`config.mk`:
```
export PLATFORM = sky130hd
export DESIGN_NAME = gshare_predictor_flat
export DESIGN_NICKNAME = d
export VERILOG_FILES = /design/src/rtl/gshare_predictor_if.sv /design/src/rtl/gshare_predictor.sv /design/src/flat_wrapper.sv
export SDC_FILE = /design/constraint.sdc
export NUM_CORES = 2
export LEC_CHECK = 0
export CAP_MARGIN = 20
export CORE_MARGIN = 4
export CORE_UTILIZATION = 60
export DETAILED_ROUTE_END_ITERATION = 12
export DONT_BUFFER_PORTS = 1
export PLACE_DENSITY = 0.76
export SLEW_MARGIN = 20
export SYNTH_ARGS = -nofsm -noshare
export SYNTH_HDL_FRONTEND = slang
export SYNTH_SLANG_ARGS = --single-unit
```
`constraint.sdc`:
```
create_clock -name clk -period 26.6 [get_ports clk]
set_input_delay 1.33 -clock clk [delete_from_list [all_inputs] [get_ports clk]]
set_output_delay 1.33 -clock clk [all_outputs]
set_load 0.02 [all_outputs]
```
`src/rtl/gshare_predictor_if.sv`:
```
// Predictor bus: fetch-side prediction request/response, execute-side
// feedback, plus status and statistics returned by the predictor.
interface gshare_predictor_if #(
    parameter int SCALE     = 10,
    parameter int CNT_WIDTH = 2
);
    logic [31:0]                bp_pc;
    logic                       bp_oe;
    logic                       bp_taken;
    logic [SCALE+CNT_WIDTH-1:0] bp_data;
    logic                       fb_taken;
    logic                       fb_we;
    logic [SCALE+CNT_WIDTH-1:0] fb_data;
    logic                       init_busy;
    logic [31:0]                cnt_hit;
    logic [31:0]                cnt_pred;

    // The pipeline that asks for predictions and returns outcomes.
    modport master (
        output bp_pc, bp_oe, fb_taken, fb_we, fb_data,
        input  bp_taken, bp_data, init_busy, cnt_hit, cnt_pred
    );

    // The predictor itself.
    modport slave (
        input  bp_pc, bp_oe, fb_taken, fb_we, fb_data,
        output bp_taken, bp_data, init_busy, cnt_hit, cnt_pred
    );
endinterface

```
`src/rtl/gshare_predictor.sv`:
```
// Gshare / bimodal branch direction predictor.
// A table of saturating counters is indexed by PC (optionally XORed with the
// non-speculative global history). Each prediction carries an {index, counter}
// snapshot down the pipeline; feedback writes the updated snapshot back, so
// the table never needs a read-modify-write. After reset the table is swept
// to weakly-not-taken one entry per cycle before predictions are served.
module gshare_predictor #(
    parameter int SCALE      = 10,
    parameter int HIST_WIDTH = 8,
    parameter int CNT_WIDTH  = 2,
    parameter int MODE       = 1
) (
    input logic              clk,
    input logic              rst,
    gshare_predictor_if.slave bus
);
    localparam int DEPTH = 1 << SCALE;
    localparam logic [CNT_WIDTH-1:0] WEAK_NT = CNT_WIDTH'((1 << (CNT_WIDTH - 1)) - 1);

    typedef enum logic {INIT, RUN} state_t;

    state_t                stateQ;
    logic [SCALE-1:0]      initIdxQ;
    logic                  initBusyQ;

    logic [HIST_WIDTH-1:0] ghrQ;
    logic [HIST_WIDTH-1:0] ghrD;
    logic [31:0]           cntHitQ;
    logic [31:0]           cntPredQ;

    logic [CNT_WIDTH-1:0]  tableQ [DEPTH];
    logic [CNT_WIDTH-1:0]  ramRdQ;
    logic [SCALE-1:0]      rdIdxQ;
    logic                  rdValidQ;

    logic [SCALE-1:0]      pcIdx;
    logic [SCALE-1:0]      rdIdx;
    logic                  rdEn;
    logic                  fbAccept;
    logic [SCALE-1:0]      fbIdx;
    logic [CNT_WIDTH-1:0]  fbCnt;
    logic [CNT_WIDTH-1:0]  fbCntD;
    logic                  fbHit;
    logic                  wrEn;
    logic [SCALE-1:0]      wrIdx;
    logic [CNT_WIDTH-1:0]  wrData;
    logic                  unusedPcBits;

    assign unusedPcBits = ^{bus.bp_pc[31:2+SCALE], bus.bp_pc[1:0]};

    // Index selection, feedback counter update and table write arbitration.
    always_comb begin
        pcIdx    = bus.bp_pc[2+:SCALE];
        rdIdx    = pcIdx;
        if (MODE != 0) begin
            rdIdx = pcIdx ^ SCALE'(ghrQ);
        end
        rdEn     = bus.bp_oe && !initBusyQ;

        fbAccept = bus.fb_we && !initBusyQ;
        fbIdx    = bus.fb_data[CNT_WIDTH+:SCALE];
        fbCnt    = bus.fb_data[CNT_WIDTH-1:0];
        fbHit    = (fbCnt[CNT_WIDTH-1] == bus.fb_taken);
        fbCntD   = fbCnt;
        if (bus.fb_taken && (fbCnt != '1)) begin
            fbCntD = fbCnt + 1'b1;
        end else if (!bus.fb_taken && (fbCnt != '0)) begin
            fbCntD = fbCnt - 1'b1;
        end

        ghrD     = ghrQ;
        if (fbAccept) begin
            ghrD = (ghrQ << 1) | HIST_WIDTH'(bus.fb_taken);
        end

        wrEn     = (stateQ == INIT) || fbAccept;
        wrIdx    = (stateQ == INIT) ? initIdxQ : fbIdx;
        wrData   = (stateQ == INIT) ? WEAK_NT : fbCntD;
    end

    // Counter table: one read port, one write port, read-first on collision.
    always_ff @(posedge clk) begin
        if (rdEn) begin
            ramRdQ <= tableQ[rdIdx];
        end
        if (wrEn) begin
            tableQ[wrIdx] <= wrData;
        end
    end

    // Initialisation sweep: INIT walks every index once, then RUN until reset.
    always_ff @(posedge clk or posedge rst) begin
        if (rst) begin
            stateQ    <= INIT;
            initIdxQ  <= '0;
            initBusyQ <= 1'b1;
        end else begin
            case (stateQ)
                INIT: begin
                    initIdxQ <= initIdxQ + 1'b1;
                    if (initIdxQ == '1) begin
                        stateQ    <= RUN;
                        initBusyQ <= 1'b0;
                    end
                end
                RUN: begin
                    stateQ <= RUN;
                end
                default: begin
                    stateQ <= INIT;
                end
            endcase
        end
    end

    // Prediction snapshot index and validity; hold while bp_oe is low.
    always_ff @(posedge clk or posedge rst) begin
        if (rst) begin
            rdIdxQ   <= '0;
            rdValidQ <= 1'b0;
        end else if (rdEn) begin
            rdIdxQ   <= rdIdx;
            rdValidQ <= 1'b1;
        end
    end

    // Global history and accuracy statistics, advanced only by accepted feedback.
    always_ff @(posedge clk or posedge rst) begin
        if (rst) begin
            ghrQ     <= '0;
            cntHitQ  <= '0;
            cntPredQ <= '0;
        end else begin
            ghrQ <= ghrD;
            if (fbAccept) begin
                cntPredQ <= cntPredQ + 32'd1;
                if (fbHit) begin
                    cntHitQ <= cntHitQ + 32'd1;
                end
            end
        end
    end

    assign bus.bp_taken  = rdValidQ & ramRdQ[CNT_WIDTH-1];
    assign bus.bp_data   = {rdIdxQ, (rdValidQ ? ramRdQ : {CNT_WIDTH{1'b0}})};
    assign bus.init_busy = initBusyQ;
    assign bus.cnt_hit   = cntHitQ;
    assign bus.cnt_pred  = cntPredQ;
endmodule

```
`src/flat_wrapper.sv`:
```
// flat-port wrapper written by rule: the top's interface ports become plain ports
module gshare_predictor_flat 
#(
    parameter int SCALE      = 10,
    parameter int HIST_WIDTH = 8,
    parameter int CNT_WIDTH  = 2,
    parameter int MODE       = 1
)
  (clk, rst, bus_bp_pc, bus_bp_oe, bus_fb_taken, bus_fb_we, bus_fb_data, bus_bp_taken, bus_bp_data, bus_init_busy, bus_cnt_hit, bus_cnt_pred);
  gshare_predictor_if #(.SCALE(SCALE), .CNT_WIDTH(CNT_WIDTH)) bus_i ();
  input logic clk;
  input logic rst;
  input wire logic [$bits(bus_i.bp_pc)-1:0] bus_bp_pc;
  input wire logic [$bits(bus_i.bp_oe)-1:0] bus_bp_oe;
  input wire logic [$bits(bus_i.fb_taken)-1:0] bus_fb_taken;
  input wire logic [$bits(bus_i.fb_we)-1:0] bus_fb_we;
  input wire logic [$bits(bus_i.fb_data)-1:0] bus_fb_data;
  output wire logic [$bits(bus_i.bp_taken)-1:0] bus_bp_taken;
  output wire logic [$bits(bus_i.bp_data)-1:0] bus_bp_data;
  output wire logic [$bits(bus_i.init_busy)-1:0] bus_init_busy;
  output wire logic [$bits(bus_i.cnt_hit)-1:0] bus_cnt_hit;
  output wire logic [$bits(bus_i.cnt_pred)-1:0] bus_cnt_pred;
  assign bus_i.bp_pc = bus_bp_pc;
  assign bus_i.bp_oe = bus_bp_oe;
  assign bus_i.fb_taken = bus_fb_taken;
  assign bus_i.fb_we = bus_fb_we;
  assign bus_i.fb_data = bus_fb_data;
  assign bus_bp_taken = bus_i.bp_taken;
  assign bus_bp_data = bus_i.bp_data;
  assign bus_init_busy = bus_i.init_busy;
  assign bus_cnt_hit = bus_i.cnt_hit;
  assign bus_cnt_pred = bus_i.cnt_pred;
  gshare_predictor #(.SCALE(SCALE), .HIST_WIDTH(HIST_WIDTH), .CNT_WIDTH(CNT_WIDTH), .MODE(MODE)) u_core (.clk(clk), .rst(rst), .bus(bus_i));
endmodule
```
Word level (Yosys, flattened, before mapping)
Memory sizes are Yosys's and may differ from the RTL's. A register that Yosys moved wholly into a read port is not among the register bits.
Index checks and enable logic that the tools add are counted.
{"block": "totals", "regBits": 95, "mem_bits_rw": 2048, "in_bits": 49, "wordCells": 40, "memories": 1}
{"name": "u_core.tableQ", "depth": 1024, "word_bits": 2, "read_ports": 1, "rd_ports_with_merged_regs": 1, "wr": 1, "line": "gshare_predictor.sv:31", "rtl": "logic [CNT_WIDTH-1:0] tableQ [DEPTH];"}
{"block": "op_classes", "add_sub_neg": 5, "n_eq_ne": 3, "n_mux": 9, "n_bitwise": 4, "reduce_logical": 10}
{"operator": "$add A32 B1 Y32 const B", "count": 2}
{"operator": "$add A10 B1 Y10 const B", "count": 1}
{"operator": "$eq A10 B10 Y1 const B", "count": 1}
{"operator": "$mux W10", "count": 1}
{"operator": "$xor A10 B8 Y10", "count": 1}
{"operator": "$mux W2", "count": 4}
{"operator": "$or A8 B1 Y8", "count": 1}
{"operator": "$logic_and A1 B1 Y1", "count": 4}
{"operator": "$reduce_and A2 Y1", "count": 2}
{"operator": "$mux W1", "count": 3}
{"operator": "$add A2 B1 Y2 const B", "count": 1}
{"operator": "$logic_not A1 Y1", "count": 2}
{"operator": "$ne A2 B2 Y1 const B", "count": 1}
{"operator": "$pmux W1 S2", "count": 1}
{"operator": "$reduce_bool A2 Y1", "count": 1}
{"operator": "$sub A2 B1 Y2 const B", "count": 1}
{"operator": "$and A1 B1 Y1", "count": 1}
{"operator": "$eq A1 B1 Y1", "count": 1}
{"operator": "$logic_or A1 B1 Y1", "count": 1}
{"operator": "$not A1 Y1", "count": 1}

Logic depth before layout (Yosys ltp)
{"block": "depth", "depth_word": 5, "ltp_mapped": 12, "ltp_nobuf": 9}

Worst setup path before layout
Ideal clock, no wire load.
{"block": "synth_path", "path_type": "input-to-reg", "from": "input bus_fb_data[0]", "to": "memory u_core.tableQ[0][1] (data pin)", "setup_ns": 2.792, "arrival_ns": 14.214, "slack_ns": 9.594, "cell_stages": 5, "cell_sequence": "inv_1 ha_1 nand2_1 nor2_1 o21a_1"}
{"block": "synth_via", "elab_chain_cells": 5, "elab_cells_between_ends": 9, "classes_between": "add/sub (2); eq/ne (1); mux (3); reduce/logical (3)"}
{"element": "from (decl)", "line": "flat_wrapper.sv:17", "rtl": "input wire logic [$bits(bus_i.fb_data)-1:0] bus_fb_data;"}
{"element": "branches (longest 3 deep; another with $sub A2 B1 Y2)"}
{"element": "$mux W2 *", "line": "gshare_predictor.sv:65", "rtl": "if (bus.fb_taken && (fbCnt != '1)) begin"}
{"element": "$mux W2 *", "line": "gshare_predictor.sv:78", "rtl": "wrData = (stateQ == INIT) ? WEAK_NT : fbCntD;"}
{"element": "named net u_core.wrData[1]", "line": "gshare_predictor.sv:46", "rtl": "logic [CNT_WIDTH-1:0] wrData;"}
{"element": "to (decl)", "line": "gshare_predictor.sv:31"}
Mark *: on every way through the listed nets, which the timed path passes.

Final worst setup path
{"block": "layout_path", "from": "input bus_bp_pc[3]", "to": "register u_core.ramRdQ[1], read port of u_core.tableQ (data pin)"}
{"block": "layout_via", "elab_chain_cells": 1}
{"element": "from (decl)", "line": "flat_wrapper.sv:13", "rtl": "input wire logic [$bits(bus_i.bp_pc)-1:0] bus_bp_pc;"}
{"element": "$xor A10 B8 Y10", "line": "gshare_predictor.sv:56", "rtl": "rdIdx = pcIdx ^ SCALE'(ghrQ);"}
{"element": "to (decl)", "line": "gshare_predictor.sv:32", "rtl": "logic [CNT_WIDTH-1:0] ramRdQ;"}
No other way between the ends.
A chain may end at the register's enable or synchronous reset.

==> impl_results.md <==
- Ys Warns: 0
- Placed cell area: 88800 um2
- Post-route setup TNS: 0 ps
- Final slew viol count: 0
- CTS buffer count: 200
- CTS Buffer Depth: 3
- Cell count after synthesis: 5426
- Fillers: between 9000 and 10000
- Post-Place Cells: between 7000 and 8000
- Non-filler cells in the finished layout: roughly 7400
- Final period util: 21.70%
- Detail Placement HPWL: 109100 um
- Simple-Gate Fraction of Synth Area: ~6.6%
- Area Growth Syn to Fin: 9.718%
- XOR/XNOR Fraction of Synth Area: less than 1%
- Die Y: a little under 400 um
- CTS Sinks: 2145
- # DRC: 0
- Area of the multi-input gates: approximately 21000 um2
- PD cells: 73.03 nW/um2
- Lkg Pwr: 30.49 nW
- Cell mode on critical path: buf_4
- Cts hold-fix bufs: 0
- Root Buffer: clkbuf_16
- FF-to-FF Start: u_core.ghrQ[1]
- Setup-failing EPs final: 0
- Worst Path Buf+Inv: 3
- Status: finished clean
- Critical Path Source: bus_bp_pc[3]
- Worst min path class: in2async
- Post-CTS setup repair buffer count: 0
- CP Class: in2reg
- Pin count of the biggest net entering global routing: 276
- R2R Setup Slk: 20840 ps
- Reg area: about 64000 um2
- Critical Path RT: 27110 ps
- Routed Antenna Nets: 0
- Max_slew headroom: about an eighth
- Final period demand of the worst path: 5771 ps
- # nets final: 5391
- Adder-cell share of the synthesized area: 0.08646%
- RSZ-0062 raised after global routing: no
- FMAX: approximately 170 MHz
- Clock skew: 30.75 ps
- CTS clk-pin slew, worst paths: 60 ps
- Routed via count: 48150
- Hold slack: 375.7 ps
- Layout cell share with drive strength beyond 1: 13.24%
- Critical path cell sequence: xor2_4 > buf_4 > buf_12 > buf_4 > mux4_2 > a22o_1 > a221oi_1 > nand3_1 > o21ai_0 > nand4_1 > o22ai_1 > nor2_1
- Worst-Skew Late Latency: 840 ps
- GRT Total Usage: 26.50%
- Most frequent cells in the layout: 2050 x edfxtp_1, 1057 x nor2_1, 515 x mux2i_1
- RD Place Congestion: 0.8504
- Compound-Gate Fraction of Synth Area: between 4 and 5%
- Initial antenna violation count: 7
- H-tree levels: 4
- Crit path launch type: input port
- Most common cell after layout, fill and taps aside: edfxtp_1
- # IOs: around 130
- Cells on worst reg2reg path: 12
- DR vias/cell: 6.496
- Reg2reg end: u_core.ramRdQ[1]
- TritonCTS clock tree: done
- First-pass GRT wire length: 299000 um
- Syn Area/Cell: 16.00 um2
- Post-CTS resize count: 0
- CORE AREA: 143700 um2
- Setup crit end kind: flop
- DR pass1 iterations: 6
- Mapped Area: 86830 um2
- Share of the synthesized area in the top cell type: 70.90%
- Flops & latches, synth: 2145
- Max-cap violations: 0
- Crit-path max FO: 120
- Critical path's slowest cell: buf_4
- Top cells by area, synth: edfxtp_1 71%, mux4_2 6.6%, mux2i_1 5.9%
- Post-synth cell types: 44
- Slowest stage delay, CP: 770 ps
- Post-synthesis mux area share: 12.67%
- Critical path capture point: u_core.ramRdQ[1]
- Vias in the first global route: about 49000
- Routed Wire Length: between 200000 and 250000 um
- Final hold viol count: 0
- Cell Rows: 139
- Crit path depth: 12
- Maximum vdd ir drop: a little under 0.08 mV
- Design Area, Final: between 90000 and 100000 um2
- Yosys top cell by area: edfxtp_1
- I/O Buffers: 0
- CP top delay family: buffers and inverters
- Starting Density: approximately three fifths
- Die area: 150900 um2
- Die Wd: 388.4 um
- Largest family of logic cells by synthesized area: multiplexers
- WL per Instance: 26.99 um
- Global route total overflow: 0
- Syn nets: approximately 5500
- Initial DRC Count: around 6600
- Worst path arrival time: 6280 ps
- Sequential-to-total area share from yosys stat: between 70% and 80%
- Slew @ Worst Pin: 1301 ps
metrics by stage:
step / utilization [%] / setup WS [ps] / total power, mW
detailed placement: 61.82 / 19810 / 4.245
CTS: 66.26 / 20680 / 6.972
floorplan: - / 9594 / 4.088
global route: 66.31 / 20730 / 7.155
global placement: 61.81 / 19920 / 4.236
finish: 66.32 / 20830 / 6.957
cells by family after synthesis:
logic type      count (synthesis)
mux                           778
fa+ha+maj                       6
buf+inv                       431
compound gates                577
simple gates                 1403
flops                        2145
xor+xnor                       86
worst min path at each step:
| stage | from | to | cells past startpoint |
|---|---|---|---|
| after floorplan | u_core.rdValidQ | u_core.rdValidQ | 1 |
| after global placement | u_core.rdValidQ | u_core.rdValidQ | 1 |
| after detailed placement | u_core.rdValidQ | u_core.rdValidQ | 1 |
| after CTS | rst | u_core.bus.cnt_hit[17] | 1 |
| after global routing | rst | u_core.bus.cnt_hit[27] | 1 |
| final | rst | u_core.bus.cnt_hit[31] | 1 |
Yosys cell counts:
cell / instances
a21oi_1: 3
mux4_2: 256
xor2_1: 21
mux2i_1: 515
ha_1: 6
o22ai_1: 261
a31oi_1: 2
inv_1: 16
clkbuf_1: 287
nand3_1: 45
mux2_2: 7
o21ai_1: 16
xnor2_2: 1
nand4_1: 80
nand2b_1: 10
or2_2: 3
a22o_1: 9
nand3b_1: 1
buf_1: 25
and3_1: 7
dfrtp_1: 94
o21ai_0: 156
and4_1: 6
a221oi_1: 8
nor3b_1: 1
buf_4: 4
a22oi_1: 112
o32a_1: 1
o21a_1: 4
or3_1: 8
o32ai_1: 2
o21bai_1: 1
nor4_1: 8
nor2b_1: 3
o31a_1: 1
edfxtp_1: 2050
nor2_1: 1061
xnor2_1: 64
and2_1: 8
nor3_1: 22
buf_2: 99
a32oi_1: 1
dfstp_2: 1
nand2_1: 140
per-layer routing:
layer	track usage, %	part of all wire (%)	vias to the layer above
met4	9.721	3.6	0
met1	36.00	37	24420
li1	-	-	20670
met3	5.484	11	433
met2	43.09	49	2624
met5	0	0	-
area by class of cell:
class	count	area share, %
Clock inverter	118	0.9351
Multi-Input combinational cell	2850	22.46
Clock buffer	256	5.768
Timing Repair Buffer	123	1.147
Tap cell	1903	2.499
Sequential cell	2145	67.12
Inverter	16	0.06567
Antenna cell	2	0.005253
report_power, final:
part | switching [mW] | internal, mW | total, mW
clock network | 1.20 | 1.57 | 2.77
registers | 0.0341 | 3.66 | 3.69
logic | 0.320 | 0.172 | 0.492
flip-flops by register name, summed over array words and instances (netlist names), 2 cells and up:
signal               cells
u_core.tableQ         2048
u_core.bus.cnt_hit      32
u_core.ramRdQ            2
u_core.initIdxQ         10
u_core.rdIdxQ           10
u_core.bus.cnt_pred     32
u_core.ghrQ              8
(Power assumes the default switching activity.)
